[src/rtl/tespar_pkg.sv]
// Shared widths, codebook bands and epoch state types for the TESPAR encoder.
package tespar_pkg;

  localparam int unsigned SAMPLE_W = 8;
  localparam int unsigned CODE_W   = 5;
  localparam int unsigned D_W      = 6;
  localparam int unsigned D_SAT    = 63;
  localparam int unsigned S_W      = 3;
  localparam int unsigned S_SAT    = 7;

  // Upper duration bound (inclusive) of each codebook band.
  localparam int unsigned D_BAND0_MAX = 3;
  localparam int unsigned D_BAND1_MAX = 5;
  localparam int unsigned D_BAND2_MAX = 7;
  localparam int unsigned D_BAND3_MAX = 10;
  localparam int unsigned D_BAND4_MAX = 13;
  localparam int unsigned D_BAND5_MAX = 18;
  localparam int unsigned D_BAND6_MAX = 23;

  // First code of each band; the shape count is added as an offset.
  localparam int unsigned CODE_BAND1 = 4;
  localparam int unsigned CODE_BAND2 = 6;
  localparam int unsigned CODE_BAND3 = 9;
  localparam int unsigned CODE_BAND4 = 12;
  localparam int unsigned CODE_BAND5 = 16;
  localparam int unsigned CODE_BAND6 = 20;
  localparam int unsigned CODE_BAND7 = 24;

  // Largest shape offset used by each band group.
  localparam int unsigned S_OFS_BAND1  = 1;
  localparam int unsigned S_OFS_BAND23 = 2;
  localparam int unsigned S_OFS_WIDE   = 3;

  typedef enum logic [1:0] {
    DIR_NONE = 2'd0,
    DIR_RISE = 2'd1,
    DIR_FALL = 2'd2
  } dir_e;

  typedef enum logic {
    ST_IDLE = 1'b0,
    ST_OPEN = 1'b1
  } state_e;

  typedef struct packed {
    logic           neg;
    logic [D_W-1:0] d;
    logic [S_W-1:0] s;
    dir_e           dir;
  } epoch_t;

  function automatic logic [D_W-1:0] d_inc(input logic [D_W-1:0] d);
    return (d == D_W'(D_SAT)) ? d : d + D_W'(1);
  endfunction

  function automatic logic [S_W-1:0] s_inc(input logic [S_W-1:0] s);
    return (s == S_W'(S_SAT)) ? s : s + S_W'(1);
  endfunction

  function automatic logic [S_W-1:0] s_clip(input logic [S_W-1:0] s,
                                            input int unsigned   lim);
    return (32'(s) > lim) ? S_W'(lim) : s;
  endfunction

endpackage

[src/rtl/tespar_codebook.sv]
// Combinational mapping of epoch duration and shape to a TESPAR symbol.
module tespar_codebook
  import tespar_pkg::*;
(
  input  logic [D_W-1:0]    d,
  input  logic [S_W-1:0]    s,
  output logic [CODE_W-1:0] code_c
);

  // Short epochs ignore shape; longer bands add a clipped shape offset.
  always_comb begin
    code_c = '0;
    if (d <= D_W'(D_BAND0_MAX)) begin
      code_c = CODE_W'(d);
    end else if (d <= D_W'(D_BAND1_MAX)) begin
      code_c = CODE_W'(CODE_BAND1) + CODE_W'(s_clip(s, S_OFS_BAND1));
    end else if (d <= D_W'(D_BAND2_MAX)) begin
      code_c = CODE_W'(CODE_BAND2) + CODE_W'(s_clip(s, S_OFS_BAND23));
    end else if (d <= D_W'(D_BAND3_MAX)) begin
      code_c = CODE_W'(CODE_BAND3) + CODE_W'(s_clip(s, S_OFS_BAND23));
    end else if (d <= D_W'(D_BAND4_MAX)) begin
      code_c = CODE_W'(CODE_BAND4) + CODE_W'(s_clip(s, S_OFS_WIDE));
    end else if (d <= D_W'(D_BAND5_MAX)) begin
      code_c = CODE_W'(CODE_BAND5) + CODE_W'(s_clip(s, S_OFS_WIDE));
    end else if (d <= D_W'(D_BAND6_MAX)) begin
      code_c = CODE_W'(CODE_BAND6) + CODE_W'(s_clip(s, S_OFS_WIDE));
    end else begin
      code_c = CODE_W'(CODE_BAND7) + CODE_W'(s_clip(s, S_OFS_WIDE));
    end
  end

endmodule

[src/rtl/tespar.sv]
// Streaming TESPAR encoder: splits samples into same-sign epochs and emits
// one codebook symbol per closed epoch.
module tespar
  import tespar_pkg::*;
(
  input  logic                       clk,
  input  logic                       reset,
  input  logic signed [SAMPLE_W-1:0] din,
  output logic        [CODE_W-1:0]   code,
  output logic                       valid
);

  state_e              state_q;
  state_e              state_d;
  epoch_t              epoch_q;
  epoch_t              epoch_d;
  epoch_t              fresh_c;
  logic [SAMPLE_W-1:0] prev_q;
  logic [SAMPLE_W:0]   diff_c;
  logic                sign_c;
  logic                rise_c;
  logic                fall_c;
  logic                emit_c;
  logic [CODE_W-1:0]   cb_code_c;

  assign sign_c = din[SAMPLE_W-1];

  // Sign-extended difference; only consulted inside a same-sign epoch.
  assign diff_c = {din[SAMPLE_W-1], din} - {prev_q[SAMPLE_W-1], prev_q};
  assign rise_c = !diff_c[SAMPLE_W] && (diff_c != '0);
  assign fall_c = diff_c[SAMPLE_W];

  assign fresh_c.neg = sign_c;
  assign fresh_c.d   = D_W'(1);
  assign fresh_c.s   = '0;
  assign fresh_c.dir = DIR_NONE;

  tespar_codebook u_codebook (
    .d      (epoch_q.d),
    .s      (epoch_q.s),
    .code_c (cb_code_c)
  );

  always_ff @(posedge clk or negedge reset) begin
    if (!reset) begin
      state_q <= ST_IDLE;
    end else begin
      state_q <= state_d;
    end
  end

  // Any sample taken while idle opens an epoch; it then stays open.
  always_comb begin
    state_d = state_q;
    case (state_q)
      ST_IDLE: state_d = ST_OPEN;
      ST_OPEN: state_d = ST_OPEN;
      default: state_d = ST_IDLE;
    endcase
  end

  // Epoch update and close decision for the sample presented this cycle.
  always_comb begin
    epoch_d = epoch_q;
    emit_c  = 1'b0;
    case (state_q)
      ST_IDLE: begin
        epoch_d = fresh_c;
      end
      ST_OPEN: begin
        if (sign_c != epoch_q.neg) begin
          emit_c  = 1'b1;
          epoch_d = fresh_c;
        end else begin
          epoch_d.d = d_inc(epoch_q.d);
          // Positive epochs count minima, negative epochs count maxima.
          if (rise_c) begin
            if (!epoch_q.neg && (epoch_q.dir == DIR_FALL)) begin
              epoch_d.s = s_inc(epoch_q.s);
            end
            epoch_d.dir = DIR_RISE;
          end else if (fall_c) begin
            if (epoch_q.neg && (epoch_q.dir == DIR_RISE)) begin
              epoch_d.s = s_inc(epoch_q.s);
            end
            epoch_d.dir = DIR_FALL;
          end
        end
      end
      default: begin
        epoch_d = fresh_c;
      end
    endcase
  end

  always_ff @(posedge clk or negedge reset) begin
    if (!reset) begin
      epoch_q <= '0;
      prev_q  <= '0;
      code    <= '0;
      valid   <= 1'b0;
    end else begin
      epoch_q <= epoch_d;
      prev_q  <= din;
      valid   <= emit_c;
      if (emit_c) begin
        code <= cb_code_c;
      end
    end
  end

endmodule

[config.mk]
export PLATFORM = sky130hd
export DESIGN_NAME = tespar
export DESIGN_NICKNAME = d
export VERILOG_FILES = /design/src/rtl/tespar_pkg.sv /design/src/rtl/tespar_codebook.sv /design/src/rtl/tespar.sv
export SDC_FILE = /design/constraint.sdc
export NUM_CORES = 1
export LEC_CHECK = 0
export BUFFER_PORTS_ARGS = -buffer_cell sky130_fd_sc_hd__buf_2
export CAP_MARGIN = 20
export CORE_MARGIN = 4
export CORE_UTILIZATION = 50
export DETAILED_ROUTE_END_ITERATION = 7
export GPL_ROUTABILITY_DRIVEN = 0
export PLACE_DENSITY_LB_ADDON = 0.2
export SLEW_MARGIN = 20
export SYNTH_ARGS = -nofsm -noshare
export SYNTH_HDL_FRONTEND = slang
export SYNTH_SLANG_ARGS = --single-unit
[constraint.sdc]
create_clock -name clk -period 8.05 [get_ports clk]
set_input_delay 0.4025 -clock clk [delete_from_list [all_inputs] [get_ports clk]]
set_output_delay 0.4025 -clock clk [all_outputs]
set_load 0.02 [all_outputs]
==> impl_metrics.ini, run 1 <==
[power]
p_int_uw = 188
switching_power_uw = 84.4
p_leak_nw = 0.950
power_density_nw_per_um2 = 142
p_seq_share_pct = 54.2
p_comb_share_pct = 23.9
switching_share_pct = 31.0
p_total_uw = 272
peakVddDrop_mv = 0.0711
power_frac_clock_pct = 21.9

[place]
dpl-instance-area_um2 = 1890
dp_hpwl_um = 2590
numPortBuffers = 15
pre_cts_slack_ps = 5100

[critical_path]
critical_path_required_ps = 8270
path_cells = ha_1 -> fa_1 -> xnor2_1 -> a2111oi_2 -> nand3_1 -> or4_4 -> o21a_1 -> o21ai_0 -> a21oi_1
worstSetupEndpointType = flip-flop
path_class = flip-flop to flip-flop
start_kind = flip-flop
cpPeakStageDelay_ps = 560
cp.arrival_ps = 3020
cp_slowest_cell = or4_4
critical_path_peak_fanout = 3

[sta]
period_needed_ps = 2800
tns_ps = 0
setup_slack_ps = 5250
clock.fmax_mhz = 357
grt_setup_unrepaired = no
worstMarginPinSlew_ps = 831
slew-limit-headroom_pct = 44.1
setup_viol = 0
hold_viol = 0
post-route-period-util_pct = 34.8
finClkSkew_ps = 8.01
slew_violations = 0

[cells_and_area]
drive_gt1_share_pct = 14.1
syn_to_final_growth_pct = 7.43
multiInputGateArea_um2 = 1010
fillerInstances = 307
regArea_um2 = 676
final_nets = 236
fin_area_um2 = 1920
antenna_cells = 0

[yosys]
synth.ff_latch_count = 27
syn_area_per_cell_um2 = 9.25
yosys-top-cells-area = dfrtp_1 (38%), ha_1 (13%), inv_1 (4.2%)
synth_top_area_share_pct = 37.8
synth_cell_types = 51
synthCells = 193
synth_edf_count = 0
syn_area_um2 = 1790
async_reset_ff_share_pct = 100
synth.most_common_cell = dfrtp_1
synth_top_cell_by_area = dfrtp_1
yosys_warnings = 0
synthFlopType = dfrtp_1
ys_seq_area_share_pct = 37.8
yosys-top-cells-count = dfrtp_1 (27), inv_1 (20), ha_1 (18)

[detailed_routing]
wl_per_cell_um = 13.4
drcViolationCount = 0
first_pass_iters = 4
drt_iter0_drc = 64
vias = 1435
via_per_inst = 5.69
ant_nets = 0
wirelength_um = 3370

[clock_tree]
root_buffer = clkbuf_4
htree_levels = 1
cts-resized-gates = 0
clockBufferDepth = 2
clk_pin_slew_ps = 150
clock_latency_ps = 330
cts_setup_buffers = 0
cts.sinks = 27
cts_tree = done
holdBufCountCts = 0
cts_made_buffers = 3

[grt]
grt_max_degree = 28
antenna_found_initial = 0
track_usage_pct = 16.8
overflow = 0
grt_pass1_vias = 1358
grt_first_pass_wirelength_um = 5970

[floorplan]
io_pins = 16
initial_core_util_pct = 52.7
fp.dieH_um = 67.8
core_um2 = 3390
fp.dieArea_um2 = 4590
row_count = 21
die_x_um = 67.8

[flow_run]
maxCapViolCount = 0

[min_path]
hp-class = input port to asynchronous set/reset pin

[run_status]
status = finished, final reports clean
registers in the layout, indices dropped and copies added (netlist names):
name,cells
state_q,1
epoch_q,12
code,5
valid,1
prev_q,8
routing by layer:
layer	wire [um]	vias up	GRT usage, %
met3	93	4	2.50
met5	0	-	0
met1	1630	696	22.6
met4	30	0	4.05
li1	-	718	-
met2	1620	17	28.2
layout make-up:
cell class / count / share of cell area [%]
flip-flops and latches: 27 / 35.2
well taps: 46 / 3.00
multi-input cells: 140 / 52.6
inverters: 20 / 3.91
clock buffers: 4 / 1.37
repair buffers: 15 / 3.91
kinds of logic (layout without fill, tap and decap cells):
kind of cell | count (synthesis) | count (layout) | share of synthesized area, %
buffers and inverters | 27 | 39 | 5.89
adder cells (fa/ha/maj) | 19 | 19 | 13.7
AO/OA/AOI/OAI | 50 | 50 | 19.8
XOR/XNOR | 5 | 5 | 2.45
AND/OR/NAND/NOR | 59 | 59 | 17.7
flip-flops | 27 | 27 | 37.8
other | 2 | 3 | 0.421
multiplexers | 4 | 4 | 2.24
critical path, delay by kind of cell (launching register included):
kind | cells | cell delay [ps]
AO/OA/AOI/OAI | 4 | 870
XOR/XNOR | 1 | 160
adder cells (fa/ha/maj) | 2 | 610
flip-flops | 1 | 390
AND/OR/NAND/NOR | 2 | 670
power groups by stage:
stage | combinational (mW) | clock [mW] | sequential (mW)
5_1_grt | 0.0747 | 0.0683 | 0.149
6_report | 0.0649 | 0.0596 | 0.148
3_5_place_dp | 0.0650 | 0 | 0.150
2_1_floorplan | 0.0446 | 0 | 0.152
3_3_place_gp | 0.0628 | 0 | 0.150
4_1_cts | 0.0652 | 0.0621 | 0.148
metrics by stage:
stage                     util, %  hold slack [ps]  cells
after CTS                    56.6             87.7    252
after global routing         56.6             96.3    252
after global placement       55.8              446    248
final                        56.6             62.2    252
after detailed placement     55.8              459    248
after floorplan                 -              107    194
final timing paths:
| kind | to | from | slack [ps] | cells past startpoint |
|---|---|---|---|---|
| min reg2reg | code[2] | code[2] | 490 | 2 |
| max reg2reg | epoch_q[4] | prev_q[0] | 5250 | 9 |
| min | valid | reset | 60 | 1 |
| max in group asynchronous | epoch_q[6] | reset | 7580 | 1 |
| min in group clk | prev_q[5] | din[5] | 180 | 1 |
| max | epoch_q[4] | prev_q[0] | 5250 | 9 |
cell usage in the layout (no fill, tap or decap), types with 5 or more instances in the layout:
master   instances
nor2_1          16
nand3_1          5
dfrtp_1         27
nor3_1           6
buf_2           15
ha_1            18
nand2_1         10
o21ai_0         13
a21oi_1          7
inv_1           20
No activity file was read; power rests on OpenSTA's default activity.
==> run 2: changes to the inputs <==
- ABC_AREA: default -> 1
- clock period: 8.05 -> 2.4 ns (I/O delays scaled with it)
==> run 2 against run 1 <==
Effect of this change:
- power rose to 4.3 times the previous value
- die area grew 9.6%
- non-clock buffer count increased by 8
- clock power grew to 4.5 times the previous value
- routed wire length grew 6.8%
- critical path depth grew 6
- global-route usage is 1.2 points lower
- synthesized cell count grew 38%
- clock-buffer cell count stayed put
- register-to-register slack worse by 5000 ps
- cell count rose by 36%
- first-iteration DRC count up 47%
- largest power group unchanged
==> impl_metrics.ini, run 2 <==
[critical_path]
critical_path_required_ps = 2570
critical_path_peak_fanout = 4
worstSetupEndpointType = flip-flop
r2r-start = prev_q[0]
timing.critical_path.buf_inv = 2
start_kind = input port
path_cells = dlygate4sd3_1 -> inv_1 -> ha_2 -> fa_2 -> nand3_1 -> nor2_2 -> nand2_2 -> nor2_8 -> nand2_2 -> nor2_4 -> nand2_4 -> nand2_4 -> o211ai_2 -> nand3_1 -> nand2_1
cp.arrival_ps = 2370
path_class = input port to flip-flop
cpPeakStageDelay_ps = 550
cp_slowest_cell = dlygate4sd3_1
crit_family = simple AND/OR/NAND/NOR gates
critPathLaunch = din[0]

[yosys]
synth_top_family_by_area = simple AND/OR/NAND/NOR gates
synthAdderAreaFrac_pct = 12.4
synth_top_cell_by_area = dfrtp_1
syn_area_um2 = 1980
synth_edf_count = 0
synth-simple-area-share_pct = 29.8
yosys_warnings = 0
synth_xor_area_share_pct = 0.442
yosys-top-cells-count = nand2_1 (60), inv_1 (53), dfrtp_1 (27)
ys_seq_area_share_pct = 34.1
synth.area.mux_share_pct = 0
synth.most_common_cell = nand2_1
synthFlopType = dfrtp_1
syn_area_per_cell_um2 = 7.42
yosys-top-cells-area = dfrtp_1 (34%), ha_1 (11%), nand2_1 (11%)
synthCells = 267
async_reset_ff_share_pct = 100
synth_top_area_share_pct = 34.1
synth_compound_area_share_pct = 11.1
synth_cell_types = 34
synth.ff_latch_count = 27

[cells_and_area]
layout_common_cells = nand2_1 (60), inv_1 (53), dfrtp_1 (27), nor2_1 (20)
largest_reg_flops = 12
final_nets = 324
post-route-util_pct = 60.2
top_regs = epoch_q (12), prev_q (8), code (5)
fin_area_um2 = 2250
drive_gt1_share_pct = 16.3
final_common_cell = nand2_1
syn_to_final_growth_pct = 13.8
antenna_cells = 0
fin_cells = 342
fillerInstances = 357
largest-register = epoch_q

[clock_tree]
cts_made_buffers = 3
clockBufferDepth = 2
cts_setup_buffers = 0
htree_levels = 1
root_buffer = clkbuf_8
clock_latency_ps = 280
cts.sinks = 27
cts_tree = done
clk_pin_slew_ps = 100

[floorplan]
fp.dieArea_um2 = 5030
die_x_um = 70.9
io_pins = 16
core_um2 = 3740
initial_core_util_pct = 52.9
fp.dieH_um = 70.9
row_count = 22

[grt]
overflow = 0
grt_pass1_vias = 1533
antenna_found_initial = 0
track_usage_pct = 15.6
grt_first_pass_wirelength_um = 6550
grt_max_degree = 28

[detailed_routing]
first_pass_iters = 4
wirelength_um = 3600
via_per_inst = 4.86
drcViolationCount = 0
ant_nets = 0
vias = 1662
drt_iter0_drc = 94
wl_per_cell_um = 10.5

[power]
p_total_mw = 1.18
power_density_nw_per_um2 = 524
peakVddDrop_mv = 0.248
p_leak_nw = 1.22

[sta]
slew-limit-headroom_pct = 60.4
period_needed_ps = 2200
hold_viol = 0
worst_hold_slack_ps = 380
setup_viol = 0
finClkSkew_ps = 7.79
grt_setup_unrepaired = no
worstMarginPinSlew_ps = 595
post-route-period-util_pct = 91.8
slew_violations = 0
clock.fmax_mhz = 454
setup_slack_ps = 196
tns_ps = 0

[place]
dpl.cell_count = 330
pre_cts_slack_ps = 282
dp_hpwl_um = 2810
numPortBuffers = 15
dpl-instance-area_um2 = 2120

[min_path]
hp-class = input port to asynchronous set/reset pin

[flow_run]
maxCapViolCount = 0

[run_status]
status = finished, final reports clean
-- run 2: area by class of cell --
cell class	count	area [um2]	area share (%)
clock buffer	4	45.0	2.00
inverter	60	230	10.2
multi-input combinational	180	1080	48.0
sequential	27	676	30.0
tap	48	60.1	2.67
timing repair buffer	23	160	7.11
-- run 2: cell families after synthesis --
kind of cell | count (synthesis)
flops | 27
simple gates | 122
fa+ha+maj | 19
other cells | 2
buf+inv | 61
xor+xnor | 1
compound gates | 35
-- run 2: metal layers --
metal	share of wire, %	track usage [%]
met5	0	0
met4	0.92	3.97
met3	2.8	1.28
met2	43	24.7
met1	53	23.0
-- run 2: worst paths after layout --
path / slack, ps / cells past startpoint / to
max reg2reg: 280 / 13 / epoch_q[4]
min: 380 / 2 / epoch_q[2]
min in group clk: 440 / 1 / prev_q[0]
min reg2reg: 480 / 2 / code[3]
max in group asynchronous: 1620 / 2 / prev_q[4]
max: 200 / 15 / epoch_q[4]
-- run 2: report_power, final --
part           switching [mW]  total, mW  internal, mW
clock                   0.146      0.266         0.119
sequential             0.0451      0.543         0.498
combinational           0.228      0.372         0.143
total                   0.420       1.18         0.760
-- run 2: timing repair --
action | 4_1_cts | 5_1_grt
resized for setup | 0 | 3
hold endpoints to repair | 35 | 0
hold buffers | 9 | 0
setup endpoints to repair | 0 | 3
-- run 2: worst reg2reg max path, cell delays in order (launching register included) --
cell	delay (ps)
dfrtp_1	380
ha_2	180
fa_2	520
nand3_1	80
nor2_2	120
nand2_2	90
nor2_8	80
nand2_2	60
nor2_4	110
nand2_4	70
nand2_4	80
o211ai_2	100
nand3_1	100
nand2_1	60
==> run 3: changes to the inputs <==
- ABC_AREA: 1 -> default
- RECOVER_POWER: default -> 100
==> run 3 against run 2 <==
Effect of this change:
- the flow now finishes with violations (negative setup slack)
- first-iteration DRC count is 33% lower
- clock skew is 0.71 ps lower
- sequential share of layout area is 2.4 points higher
- global-route usage is 2.4 points higher
- sequential power is 8.7% lower
- routed wire length is 1.9% higher
- maximum frequency is 15% lower
- worst hold slack worse by 71 ps
- non-clock buffer count is 5 higher
- critical path depth is 6 lower
- cell count is 23% lower
- worst setup slack worse by 380 ps
- largest cell class unchanged
- largest power group unchanged
==> impl_metrics.ini, run 3 (same netlist as run 1, synthesis figures left out) <==
[run_status]
status = finished with violations
violations = negative setup slack

[grt]
grt_first_pass_wirelength_um = 6360
track_usage_pct = 18.0
grt_pass1_vias = 1437
antenna_found_initial = 0
grt_max_degree = 28
overflow = 0

[detailed_routing]
drcViolationCount = 0
drt_iter0_drc = 63
wirelength_um = 3670
vias = 1488
ant_nets = 0
wl_per_cell_um = 13.8
first_pass_iters = 4
via_per_inst = 5.62

[cells_and_area]
fin_area_um2 = 2080
regArea_um2 = 676
largest_reg_flops = 12
post-route-util_pct = 61.5
fillerInstances = 316
layout_common_cells = dfrtp_1 (27), inv_1 (20), ha_1 (17), nor2_1 (16), clkbuf_1 (13)
final_common_cell = dfrtp_1
largest-register = epoch_q
multiInputGateArea_um2 = 1070
drive_gt1_share_pct = 14.2
final_nets = 249
syn_to_final_growth_pct = 16.7
antenna_cells = 0
top_regs = epoch_q (12), prev_q (8), code (5)

[critical_path]
path_cells = ha_2 -> fa_2 -> and2b_2 -> o2111ai_2 -> and4_4 -> or4_4 -> o21a_4 -> nor3_2 -> a211oi_2
reg2reg_slack_ps = -190
r2r-end = epoch_q[3]
path_class = flip-flop to flip-flop
path_depth = 9
cpPeakStageDelay_ps = 550
critical_path_peak_fanout = 3
r2r-start = prev_q[0]
cp.arrival_ps = 2800
timing.critical_path.buf_inv = 0
crit_family = simple AND/OR/NAND/NOR gates
critical_path_required_ps = 2610
start_kind = flip-flop
ff2ff_path_depth = 9
worstSetupEndpointType = flip-flop
cp_slowest_cell = or4_4

[sta]
tns_ps = -578
hold_viol = 0
slew-limit-headroom_pct = 4.12
worstMarginPinSlew_ps = 1440
clock.fmax_mhz = 387
setup_viol = 5
slew_violations = 0
finClkSkew_ps = 7.08
grt_setup_unrepaired = yes
period_needed_ps = 2590
post-route-period-util_pct = 108
setup_slack_ps = -185

[clock_tree]
clk_pin_slew_ps = 150
cts_made_buffers = 3
cts_tree = done
clockBufferDepth = 2
cts.sinks = 27
htree_levels = 1
root_buffer = clkbuf_4
cts_setup_buffers = 0
clock_latency_ps = 320

[min_path]
hp-start = din[7]
worstHoldEndpoint = epoch_q[5]
hold-path-cell-count = 4
hp-class = input port to flip-flop

[place]
pre_cts_slack_ps = -167
dpl-instance-area_um2 = 1930
numPortBuffers = 15
dp_hpwl_um = 2720

[power]
p_leak_nw = 0.985
p_total_uw = 943
power_density_nw_per_um2 = 453
peakVddDrop_mv = 0.197

[floorplan]
die_x_um = 67.8
initial_core_util_pct = 52.7
fp.dieArea_um2 = 4590
row_count = 21
core_um2 = 3390
fp.dieH_um = 67.8
io_pins = 16

[flow_run]
maxCapViolCount = 0
run 3: metal layers:
| metal | track usage, % | up-vias | part of all wire [%] |
|---|---|---|---|
| met5 | 0 | - | 0 |
| met4 | 5.06 | 0 | 1.5 |
| met3 | 2.83 | 8 | 3.9 |
| met2 | 30.1 | 36 | 49 |
| met1 | 23.8 | 699 | 46 |
| li1 | - | 745 | - |
run 3: worst reg2reg max path: stages, from the launching register on:
cell,delay (ps)
dfrtp_1,390
ha_2,180
fa_2,360
and2b_2,250
o2111ai_2,120
and4_4,170
or4_4,550
o21a_4,250
nor3_2,140
a211oi_2,60
run 3: worst max-delay path by stage:
stage                          from    endpoint  slack (ps)
after floorplan           prev_q[0]  epoch_q[4]           2
after global placement    prev_q[0]  epoch_q[3]         -50
after detailed placement  prev_q[0]  epoch_q[3]        -170
after CTS                 prev_q[0]  epoch_q[3]        -160
after global routing      prev_q[0]  epoch_q[4]        -270
final                     prev_q[0]  epoch_q[3]        -190
run 3: cell type report:
cell class / instances / area share, %
Clock buffer: 3 / 1.08
Clock inverter: 1 / 0.240
Inverter: 20 / 3.60
Multi-Input combinational cell: 140 / 51.3
Sequential cell: 27 / 32.4
Tap cell: 46 / 2.76
Timing Repair Buffer: 28 / 8.58
run 3: through the flow:
stage	cells	hold WS, ps
after floorplan	194	-176
after global placement	252	156
after detailed placement	252	163
after CTS	265	250
after global routing	265	375
final	265	308
run 3: report_power, final:
group          internal (mW)  leakage, nW  switching, mW
sequential             0.479        0.344         0.0176
clock                 0.0625       0.0177          0.135
combinational          0.105        0.623          0.145
run 3: repair_timing:
| item | in CTS | in global routing |
|---|---|---|
| hold buffers | 9 | 0 |
| endpoints found under the setup margin | 5 | 5 |
| pin swaps | 2 | 0 |
| resized for setup | 2 | 8 |
| hold endpoints to repair | 36 | 0 |
